$ cat config.mk
export PLATFORM = sky130hd
export DESIGN_NAME = rf_bank_controller_flat
export DESIGN_NICKNAME = d
export VERILOG_FILES = /design/src/rtl/rf_bank_controller_pkg.sv /design/src/rtl/rf_bank_controller_if.sv /design/src/rtl/rf_bank_controller_scrubber.sv /design/src/rtl/rf_bank_controller.sv /design/src/flat_wrapper.sv
export SDC_FILE = /design/constraint.sdc
export NUM_CORES = 2
export LEC_CHECK = 0
export ABC_AREA = 1
export CORE_MARGIN = 2
export CORE_UTILIZATION = 30
export CTS_CLUSTER_DIAMETER = 40
export DETAILED_ROUTE_END_ITERATION = 7
export PLACE_DENSITY_LB_ADDON = 0.08
export SLEW_MARGIN = 10
export SYNTH_ARGS = -nofsm -noshare
export SYNTH_HDL_FRONTEND = slang
export SYNTH_SLANG_ARGS = --single-unit
$ cat constraint.sdc
create_clock -name s_clk_i -period 2.45 [get_ports s_clk_i]
set_clock_uncertainty 0.05 [all_clocks]
set_input_delay 0.49 -clock s_clk_i [delete_from_list [all_inputs] [get_ports s_clk_i]]
set_output_delay 0.49 -clock s_clk_i [all_outputs]
set_load 0.01 [all_outputs]
$ cat src/rtl/rf_bank_controller_pkg.sv
// Shared types and defaults for the register-bank controller and its scrubber.
package p_hardisc;

    typedef enum logic [0:0] {
        RFS_WAIT  = 1'b0,
        RFS_CHECK = 1'b1
    } rf_scrub_state;

    localparam int RF_SCRUB_PERIOD_DEF = 16;

endpackage

$ cat src/rtl/rf_bank_controller_if.sv
// Write/read/scrub signal bundle of rf_bank_controller; slave side is the bank itself.
interface rf_bank_controller_if #(
    parameter int W  = 32,
    parameter int N  = 32,
    parameter int RP = 2
);
    localparam int AW = $clog2(N);

    logic                   s_we_i;
    logic [AW-1:0]          s_wadd_i;
    logic [W-1:0]           s_wval_i;
    logic [RP-1:0][AW-1:0]  s_radd_i;
    logic [RP-1:0][W-1:0]   s_rval_o;
    logic                   s_scrub_en_i;
    logic                   s_err_clr_i;
    logic                   s_err_o;
    logic [AW-1:0]          s_err_add_o;
    logic [AW-1:0]          s_scrub_ptr_o;

    modport master (
        output s_we_i, s_wadd_i, s_wval_i, s_radd_i, s_scrub_en_i, s_err_clr_i,
        input  s_rval_o, s_err_o, s_err_add_o, s_scrub_ptr_o
    );

    modport slave (
        input  s_we_i, s_wadd_i, s_wval_i, s_radd_i, s_scrub_en_i, s_err_clr_i,
        output s_rval_o, s_err_o, s_err_add_o, s_scrub_ptr_o
    );

endinterface

$ cat src/rtl/rf_bank_controller_scrubber.sv
// Background parity scrubber: walks entries 1..N-1 every SCRUB_PERIOD+1 cycles and
// latches the first parity mismatch as a sticky error.
module rf_scrubber
    import p_hardisc::*;
#(
    parameter int W            = 32,
    parameter int N            = 32,
    parameter int SCRUB_PERIOD = RF_SCRUB_PERIOD_DEF,
    localparam int AW          = $clog2(N)
) (
    input  logic          s_clk_i,
    input  logic          s_resetn_i,
    input  logic          s_scrub_en_i,
    input  logic          s_err_clr_i,
    input  logic          s_we_i,
    input  logic [AW-1:0] s_wadd_i,
    input  logic [W-1:0]  s_chk_data_i,
    input  logic          s_chk_par_i,
    output logic          s_err_o,
    output logic [AW-1:0] s_err_add_o,
    output logic [AW-1:0] s_scrub_ptr_o
);

    localparam int              CW       = $clog2(SCRUB_PERIOD + 1);
    localparam logic [CW-1:0]   CNT_LAST = CW'(SCRUB_PERIOD - 1);
    localparam logic [AW-1:0]   PTR_LAST = AW'(N - 1);
    localparam logic [AW-1:0]   PTR_FIRST = AW'(1);

    rf_scrub_state  state_d, state_q;
    logic [CW-1:0]  cnt_d, cnt_q;
    logic [AW-1:0]  ptr_d, ptr_q;
    logic           err_d, err_q;
    logic [AW-1:0]  err_add_d, err_add_q;
    logic           mismatch;

    always_comb begin
        state_d   = state_q;
        cnt_d     = cnt_q;
        ptr_d     = ptr_q;
        err_d     = err_q;
        err_add_d = err_add_q;
        mismatch  = 1'b0;
        if (s_err_clr_i) begin
            err_d     = 1'b0;
            err_add_d = '0;
        end
        case (state_q)
            RFS_WAIT: begin
                if (s_scrub_en_i) begin
                    if (cnt_q == CNT_LAST) begin
                        cnt_d   = '0;
                        state_d = RFS_CHECK;
                    end else begin
                        cnt_d = cnt_q + 1'b1;
                    end
                end
            end
            RFS_CHECK: begin
                // An entry being rewritten this cycle is not judged on its old contents.
                mismatch = (s_chk_par_i != ^s_chk_data_i) && !(s_we_i && (s_wadd_i == ptr_q));
                if (mismatch && (!err_q || s_err_clr_i)) begin
                    err_d     = 1'b1;
                    err_add_d = ptr_q;
                end
                ptr_d   = (ptr_q == PTR_LAST) ? PTR_FIRST : ptr_q + 1'b1;
                state_d = RFS_WAIT;
            end
            default: state_d = RFS_WAIT;
        endcase
    end

    always_ff @(posedge s_clk_i or negedge s_resetn_i) begin
        if (!s_resetn_i) begin
            state_q   <= RFS_WAIT;
            cnt_q     <= '0;
            ptr_q     <= PTR_FIRST;
            err_q     <= 1'b0;
            err_add_q <= '0;
        end else begin
            state_q   <= state_d;
            cnt_q     <= cnt_d;
            ptr_q     <= ptr_d;
            err_q     <= err_d;
            err_add_q <= err_add_d;
        end
    end

    assign s_err_o       = err_q;
    assign s_err_add_o   = err_add_q;
    assign s_scrub_ptr_o = ptr_q;

endmodule

$ cat src/rtl/rf_bank_controller.sv
// W x N register bank, RP combinational read ports with write forwarding, entry 0 reads zero.
// Optional parity scrubber is built when RF_SCRUB_EN is defined.
module rf_bank_controller
    import p_hardisc::*;
#(
    parameter int W            = 32,
    parameter int N            = 32,
    parameter int RP           = 2,
    parameter int SCRUB_PERIOD = RF_SCRUB_PERIOD_DEF
) (
    input  logic                 s_clk_i,
    input  logic                 s_resetn_i,
    rf_bank_controller_if.slave  bus
);

    localparam int AW = $clog2(N);

    logic [N-1:0][W-1:0]   mem_q;
    logic [RP-1:0][W-1:0]  rval;
    logic                  wr_en;

    assign wr_en = bus.s_we_i && (bus.s_wadd_i != '0);

    always_ff @(posedge s_clk_i or negedge s_resetn_i) begin
        if (!s_resetn_i) begin
            mem_q <= '0;
        end else if (wr_en) begin
            mem_q[bus.s_wadd_i] <= bus.s_wval_i;
        end
    end

    always_comb begin
        rval = '0;
        for (int k = 0; k < RP; k++) begin
            if (bus.s_radd_i[k] == '0) begin
                rval[k] = '0;
            end else if (wr_en && (bus.s_wadd_i == bus.s_radd_i[k])) begin
                rval[k] = bus.s_wval_i;
            end else begin
                rval[k] = mem_q[bus.s_radd_i[k]];
            end
        end
    end

    assign bus.s_rval_o = rval;

`ifdef RF_SCRUB_EN
    logic [N-1:0]   par_q;
    logic [AW-1:0]  scrub_ptr;

    always_ff @(posedge s_clk_i or negedge s_resetn_i) begin
        if (!s_resetn_i) begin
            par_q <= '0;
        end else if (wr_en) begin
            par_q[bus.s_wadd_i] <= ^bus.s_wval_i;
        end
    end

    rf_scrubber #(
        .W            (W),
        .N            (N),
        .SCRUB_PERIOD (SCRUB_PERIOD)
    ) u_scrubber (
        .s_clk_i       (s_clk_i),
        .s_resetn_i    (s_resetn_i),
        .s_scrub_en_i  (bus.s_scrub_en_i),
        .s_err_clr_i   (bus.s_err_clr_i),
        .s_we_i        (bus.s_we_i),
        .s_wadd_i      (bus.s_wadd_i),
        .s_chk_data_i  (mem_q[scrub_ptr]),
        .s_chk_par_i   (par_q[scrub_ptr]),
        .s_err_o       (bus.s_err_o),
        .s_err_add_o   (bus.s_err_add_o),
        .s_scrub_ptr_o (scrub_ptr)
    );

    assign bus.s_scrub_ptr_o = scrub_ptr;
`else
    logic unused_scrub_inputs;
    assign unused_scrub_inputs = bus.s_scrub_en_i ^ bus.s_err_clr_i;

    assign bus.s_err_o       = 1'b0;
    assign bus.s_err_add_o   = '0;
    assign bus.s_scrub_ptr_o = '0;
`endif

endmodule

$ cat src/flat_wrapper.sv
// flat-port wrapper written by rule: the top's interface ports become plain ports
module rf_bank_controller_flat import p_hardisc::*;
#(
    parameter int W            = 32,
    parameter int N            = 32,
    parameter int RP           = 2,
    parameter int SCRUB_PERIOD = RF_SCRUB_PERIOD_DEF
)
  (s_clk_i, s_resetn_i, bus_s_we_i, bus_s_wadd_i, bus_s_wval_i, bus_s_radd_i, bus_s_scrub_en_i, bus_s_err_clr_i, bus_s_rval_o, bus_s_err_o, bus_s_err_add_o, bus_s_scrub_ptr_o);
  rf_bank_controller_if #(.W(W), .N(N), .RP(RP)) bus_i ();
  input  logic s_clk_i;
  input  logic s_resetn_i;
  input wire logic [$bits(bus_i.s_we_i)-1:0] bus_s_we_i;
  input wire logic [$bits(bus_i.s_wadd_i)-1:0] bus_s_wadd_i;
  input wire logic [$bits(bus_i.s_wval_i)-1:0] bus_s_wval_i;
  input wire logic [$bits(bus_i.s_radd_i)-1:0] bus_s_radd_i;
  input wire logic [$bits(bus_i.s_scrub_en_i)-1:0] bus_s_scrub_en_i;
  input wire logic [$bits(bus_i.s_err_clr_i)-1:0] bus_s_err_clr_i;
  output wire logic [$bits(bus_i.s_rval_o)-1:0] bus_s_rval_o;
  output wire logic [$bits(bus_i.s_err_o)-1:0] bus_s_err_o;
  output wire logic [$bits(bus_i.s_err_add_o)-1:0] bus_s_err_add_o;
  output wire logic [$bits(bus_i.s_scrub_ptr_o)-1:0] bus_s_scrub_ptr_o;
  assign bus_i.s_we_i = bus_s_we_i;
  assign bus_i.s_wadd_i = bus_s_wadd_i;
  assign bus_i.s_wval_i = bus_s_wval_i;
  assign bus_i.s_radd_i = bus_s_radd_i;
  assign bus_i.s_scrub_en_i = bus_s_scrub_en_i;
  assign bus_i.s_err_clr_i = bus_s_err_clr_i;
  assign bus_s_rval_o = bus_i.s_rval_o;
  assign bus_s_err_o = bus_i.s_err_o;
  assign bus_s_err_add_o = bus_i.s_err_add_o;
  assign bus_s_scrub_ptr_o = bus_i.s_scrub_ptr_o;
  rf_bank_controller #(.W(W), .N(N), .RP(RP), .SCRUB_PERIOD(SCRUB_PERIOD)) u_core (.s_clk_i(s_clk_i), .s_resetn_i(s_resetn_i), .bus(bus_i));
endmodule
# Word level (Yosys, flattened, before mapping)
# Index checks and enable logic that the tools add are counted.
totals:
  ff_bits: 1024
  in_bits: 52
  output_inout_bits: 75
  elab_cells: 56
classes:
  n_lt_le_gt_ge: 4
  eq_ne: 2
  muxes: 11
  reduce_logical: 7
ops:
  columns: ["operator", "count"]
  rows:
  - ["bitwise mux 1024 bit", 1]
  - ["binary-select mux 32 bit (select 5 bit)", 2]
  - ["2-to-1 mux 32 bit", 7]
  - ["demux 32 bit (select 5 bit)", 1]
  - ["less-than comparator 5 x 6 -> 1 bit, second input constant", 3]
  - ["equality test 5 bit", 2]
  - ["zero test 5 bit", 2]
  - ["greater-or-equal comparator 5 x 1 -> 1 bit, second input constant", 1]
  - ["nonzero test 5 bit", 1]
  - ["logical AND 1 bit", 4]

# Logic depth before layout (Yosys ltp)
logic_depth:
  depth_word: 5
  ltp_mapped: 14

# Worst setup path after synthesis
# OpenSTA, ideal clock, no wires.
synth_timing:
  path_type: "input to output"
  startpoint: "input port bus_s_radd_i[0]"
  endpoint: "output port bus_s_rval_o[0]"
  arrival_ps: 1829
  slack_ps: 81
  cell_stages: 8
  n_path_buf: 3
  cell_sequence: "buf_4 -> buf_4 -> nand2_1 -> nand4_1 -> nor3_2 -> nand2_1 -> clkbuf_1 -> a21oi_1"
synth_via:
  elab_chain_len: 4
synth_lines:
  columns: ["item", "line_no", "source"]
  rows:
  - ["start: declaration", "flat_wrapper.sv:16", "input wire logic [$bits(bus_i.s_radd_i)-1:0] bus_s_radd_i;"]
  - ["binary-select mux 32 bit (select 5 bit) or equality test 5 bit (tied branches)", "rf_bank_controller.sv:40, rf_bank_controller.sv:37", null]
  - ["2-to-1 mux 32 bit (implied by the code) or logical AND 1 bit (tied branches)", "rf_bank_controller.sv:40, rf_bank_controller.sv:37", null]
  - ["2-to-1 mux 32 bit", "rf_bank_controller.sv:37", "end else if (wr_en && (bus.s_wadd_i == bus.s_radd_i[k])) begin"]
  - ["2-to-1 mux 32 bit (*)", "rf_bank_controller.sv:35", "if (bus.s_radd_i[k] == '0) begin"]
  - ["end: declaration", "flat_wrapper.sv:19", "output wire logic [$bits(bus_i.s_rval_o)-1:0] bus_s_rval_o;"]
# Mark *: on every way between the ends. The rest lies on a longest branch, timed or not. The select of a mux whose other input is x is not followed.

# Worst setup path in the final report
layout_timing:
  startpoint: "input port bus_s_radd_i[5]"
  endpoint: "output port bus_s_rval_o[63]"
# Same word-level chain as after synthesis.

==> key figures <==
Outcome
  – Failing checks: setup timing
  – Status: complete, but fails checks

Clocking
  – H-tree levels: 4
  – Worst-skew pair later-pin latency: roughly 0.85 ns
  – CTS buffer count: 220
  – Clock slew at reported path FFs: about 0.050 ns
  – Clock root buffer master: clkbuf_16
  – Sink Count: between 1k and 1.5k
  – CTS tree: built
  – Max Buffers Root-to-Sink: 3

Synthesis
  – Syn avg cell area: between 6 and 7 um^2
  – Netlist cell types: 27
  – Number of synthesized flops with an enable pin: 0
  – Synth top cells by count: nand2_1, o21ai_0, nand3_1
  – Yosys warns: 0
  – Synth Register Bits: just over 1k
  – Synth async-reset ratio: 100.0%
  – Cell taking the most area after synthesis: dfrtp_1
  – Mapped cell area: between 50000 and 60000 um^2
  – Post-synth top flop: dfrtp_1
  – Post-synthesis sequential area ratio: between 40 and 50%
  – Number of cells produced by synthesis: around 8.5k
  – Yosys top cell area share: 43.72%
  – Top-count cell post-synth: nand2_1
  – Synth area leaders: dfrtp_1, nand2_1, o21ai_0

Placement
  – Gpl congestion: a little over 0.9
  – Placed cells: approximately 12k
  – Pre-CTS setup slack: -1.320 ns
  – Hpwl dp: approximately 210000 um
  – Buffers on Ports: between 100 and 150

Critical path
  – Max Fanout on Critical Path: 8
  – Kind of critical path: in2out
  – Critical Path Source Type: input pin
  – Crit. End Element: primary output
  – Arrival @ worst endpoint: approximately 2.4 ns
  – R2R cell count: 4
  – Endpoint required time on the critical path: around 1.9 ns

STA
  – Final setup fails: between 60 and 70
  – Hold slack: roughly 0.060 ns
  – Max-slew violations: 0
  – Slew HR: 51.26%
  – Unrepaired setup endpoints after global routing: true
  – Final Hold Fails: 0
  – Worst Max-Slew Pin Slew: between 0.7 and 0.8 ns
  – Crit share post-route: 121.7%
  – FMAX: ~340 MHz
  – Setup WS post-layout: -0.5329 ns
  – Min Clock Period, post-route: approximately 3.0 ns

Finish
  – Area growth syn-to-layout: 46.03%
  – Largest registers: u_core.mem_q x1024
  – Max reg flops: about 1.0k
  – Final #Nets: 9381
  – Layout cell share with drive strength beyond 1: 28.04%
  – Fill count: a little under 20k
  – Post-route insts no fill: ~12k
  – Top reg by flops: u_core.mem_q

Power
  – Cell internal pwr: around 50000 uW
  – Power share of the sequential group: 31.3%
  – Comb pwr share: ~23%
  – Share of power burned in the clock network: approximately 46%
  – NetSw: between 20000 and 25000 uW
  – Pwr dens: between 800 and 900 nW/um^2
  – Net switching fraction of the power: 30.94%
  – PnR Total Power: 70840 uW
  – Leak pwr: 0.04090 uW
  – Peak VDD IR: approximately 0.74 mV

Die
  – Initial Util: a little under a third
  – Die height: roughly 450 um
  – Top Ports: 127
  – Rows: around 160
  – Die ar.: approximately 200000 um^2
  – Die width: between 400 and 500 um
  – Core area: a little under 200000 um^2

Detailed routing
  – Max layer used: met4
  – Post-route antenna net violation count: 0
  – DR pass1 iterations: 6
  – Met2 wire len: ~140000 um
  – WL/cell: 25.79 um
  – Vias: around 63k
  – Met3 routed WL: around 18000 um
  – Vias/cell: approximately 5.2
  – Metal-1 WL: about 130000 um
  – Initial DRC count: roughly 5.8k
  – # DRC: 0
  – Wirelength, routed: between 300000 and 400000 um

Job
  – Max Cap Viol: 0

Hold path
  – Worst hold path class: in2async

GRT
  – First-pass GRT wire length: between 400000 and 500000 um
  – Global Route Usage Sum: between 30% and 40%
  – Vias in the first global route: 60.69k
  – Overflow left after global routing: 0
  – Largest net degree at the start of global routing: 114
  – Initial antenna violation count: 6
[final timing paths]
path,from,to,slack (ns)
min in group s_clk_i,u_core.mem_q[21],u_core.mem_q[21],0.32
min,s_resetn_i,u_core.mem_q[799],0.06
max reg2reg,u_core.mem_q[885],u_core.mem_q[885],1.49
max in group asynchronous,s_resetn_i,u_core.mem_q[433],1.19
max,bus_s_radd_i[5],bus_s_rval_o[63],-0.53
min reg2reg,u_core.mem_q[21],u_core.mem_q[21],0.32
[through the flow]
stage               setup TNS [ns]  cell area [um^2]  util (%)
floorplan                        0             58650         -
detailed placement         -249.84             72020     37.01
CTS                         -25.25             83410     42.86
global placement           -251.74             72020     37.01
global route                -27.01             85580     43.98
finish                      -22.78             85590     43.99
[power by group through the flow]
stage	clock (uW)	combinational, uW	sequential [uW]
6_report	32700	16000	22200
5_1_grt	33900	17700	22600
4_1_cts	33100	15200	22100
3_5_place_dp	0	14200	22300
3_3_place_gp	0	14000	22200
2_1_floorplan	0	7240	21900
[layer usage]
| metal | vias up | GRT usage (%) |
|---|---|---|
| met2 | 2228 | 49.67 |
| met1 | 30668 | 39.07 |
| met5 | - | 0 |
| met3 | 662 | 4.296 |
| met4 | 0 | 17.82 |
| li1 | 29374 | - |
[kinds of logic (layout without fill, tap and decap cells)]
family                 count (synthesis)  count (layout)  synth area share, %
AO/OA/AOI/OAI                       1903            1903                17.18
buffers and inverters               1406            2430                9.686
AND/OR/NAND/NOR                     4147            4147                29.33
XOR/XNOR                               5               5              0.07473
flip-flops                          1024            1024                43.72
other                                  1              15             0.006398
[cells in the final DEF (no fill, tap or decap), types with 43 or more instances in the layout]
master	n
dfrtp_1	1024
clkbuf_16	233
a21oi_1	181
buf_6	103
inv_2	94
nand2_2	176
inv_1	545
o21ai_1	213
or2_4	47
nor2_1	355
nand3_1	727
buf_4	855
o21ai_0	1121
buf_2	43
nand3_2	290
nand2_1	2393
buf_12	292
nand2_4	73
o211ai_1	218
a21oi_2	118
[worst max-delay path: stages]
cell and delay (ns):
buf_16 0.15, clkinv_16 0.11, buf_16 0.15, nand2_4 0.05, nand4_1 0.12, nor3_4 0.21, buf_6 0.17, nand2_8 0.12
buf_4 0.21, o21ai_0 0.31, a21oi_4 0.13, buf_6 0.15
[area by class of cell]
class / count / area [um^2] / area share [%]
Antenna cell: 4 / 10.01 / 0.01169
Clock buffer: 270 / 6037 / 7.053
Clock inverter: 143 / 2019 / 2.359
Inverter: 650 / 2525 / 2.950
Multi-Input combinational cell: 6066 / 31220 / 36.47
Sequential cell: 1024 / 25620 / 29.94
Tap cell: 2542 / 3181 / 3.716
Timing Repair Buffer: 1367 / 14980 / 17.50
[what timing repair did]
action                     in CTS  in global routing
hold buffers                    1                  0
cloned                         10                 10
buffers inserted               78                 60
setup endpoints to repair      64                 64
hold endpoints to repair      505                  0
pin swaps                     405                379
gates resized for setup      1101                532
Power figures use the tool's default switching activity.
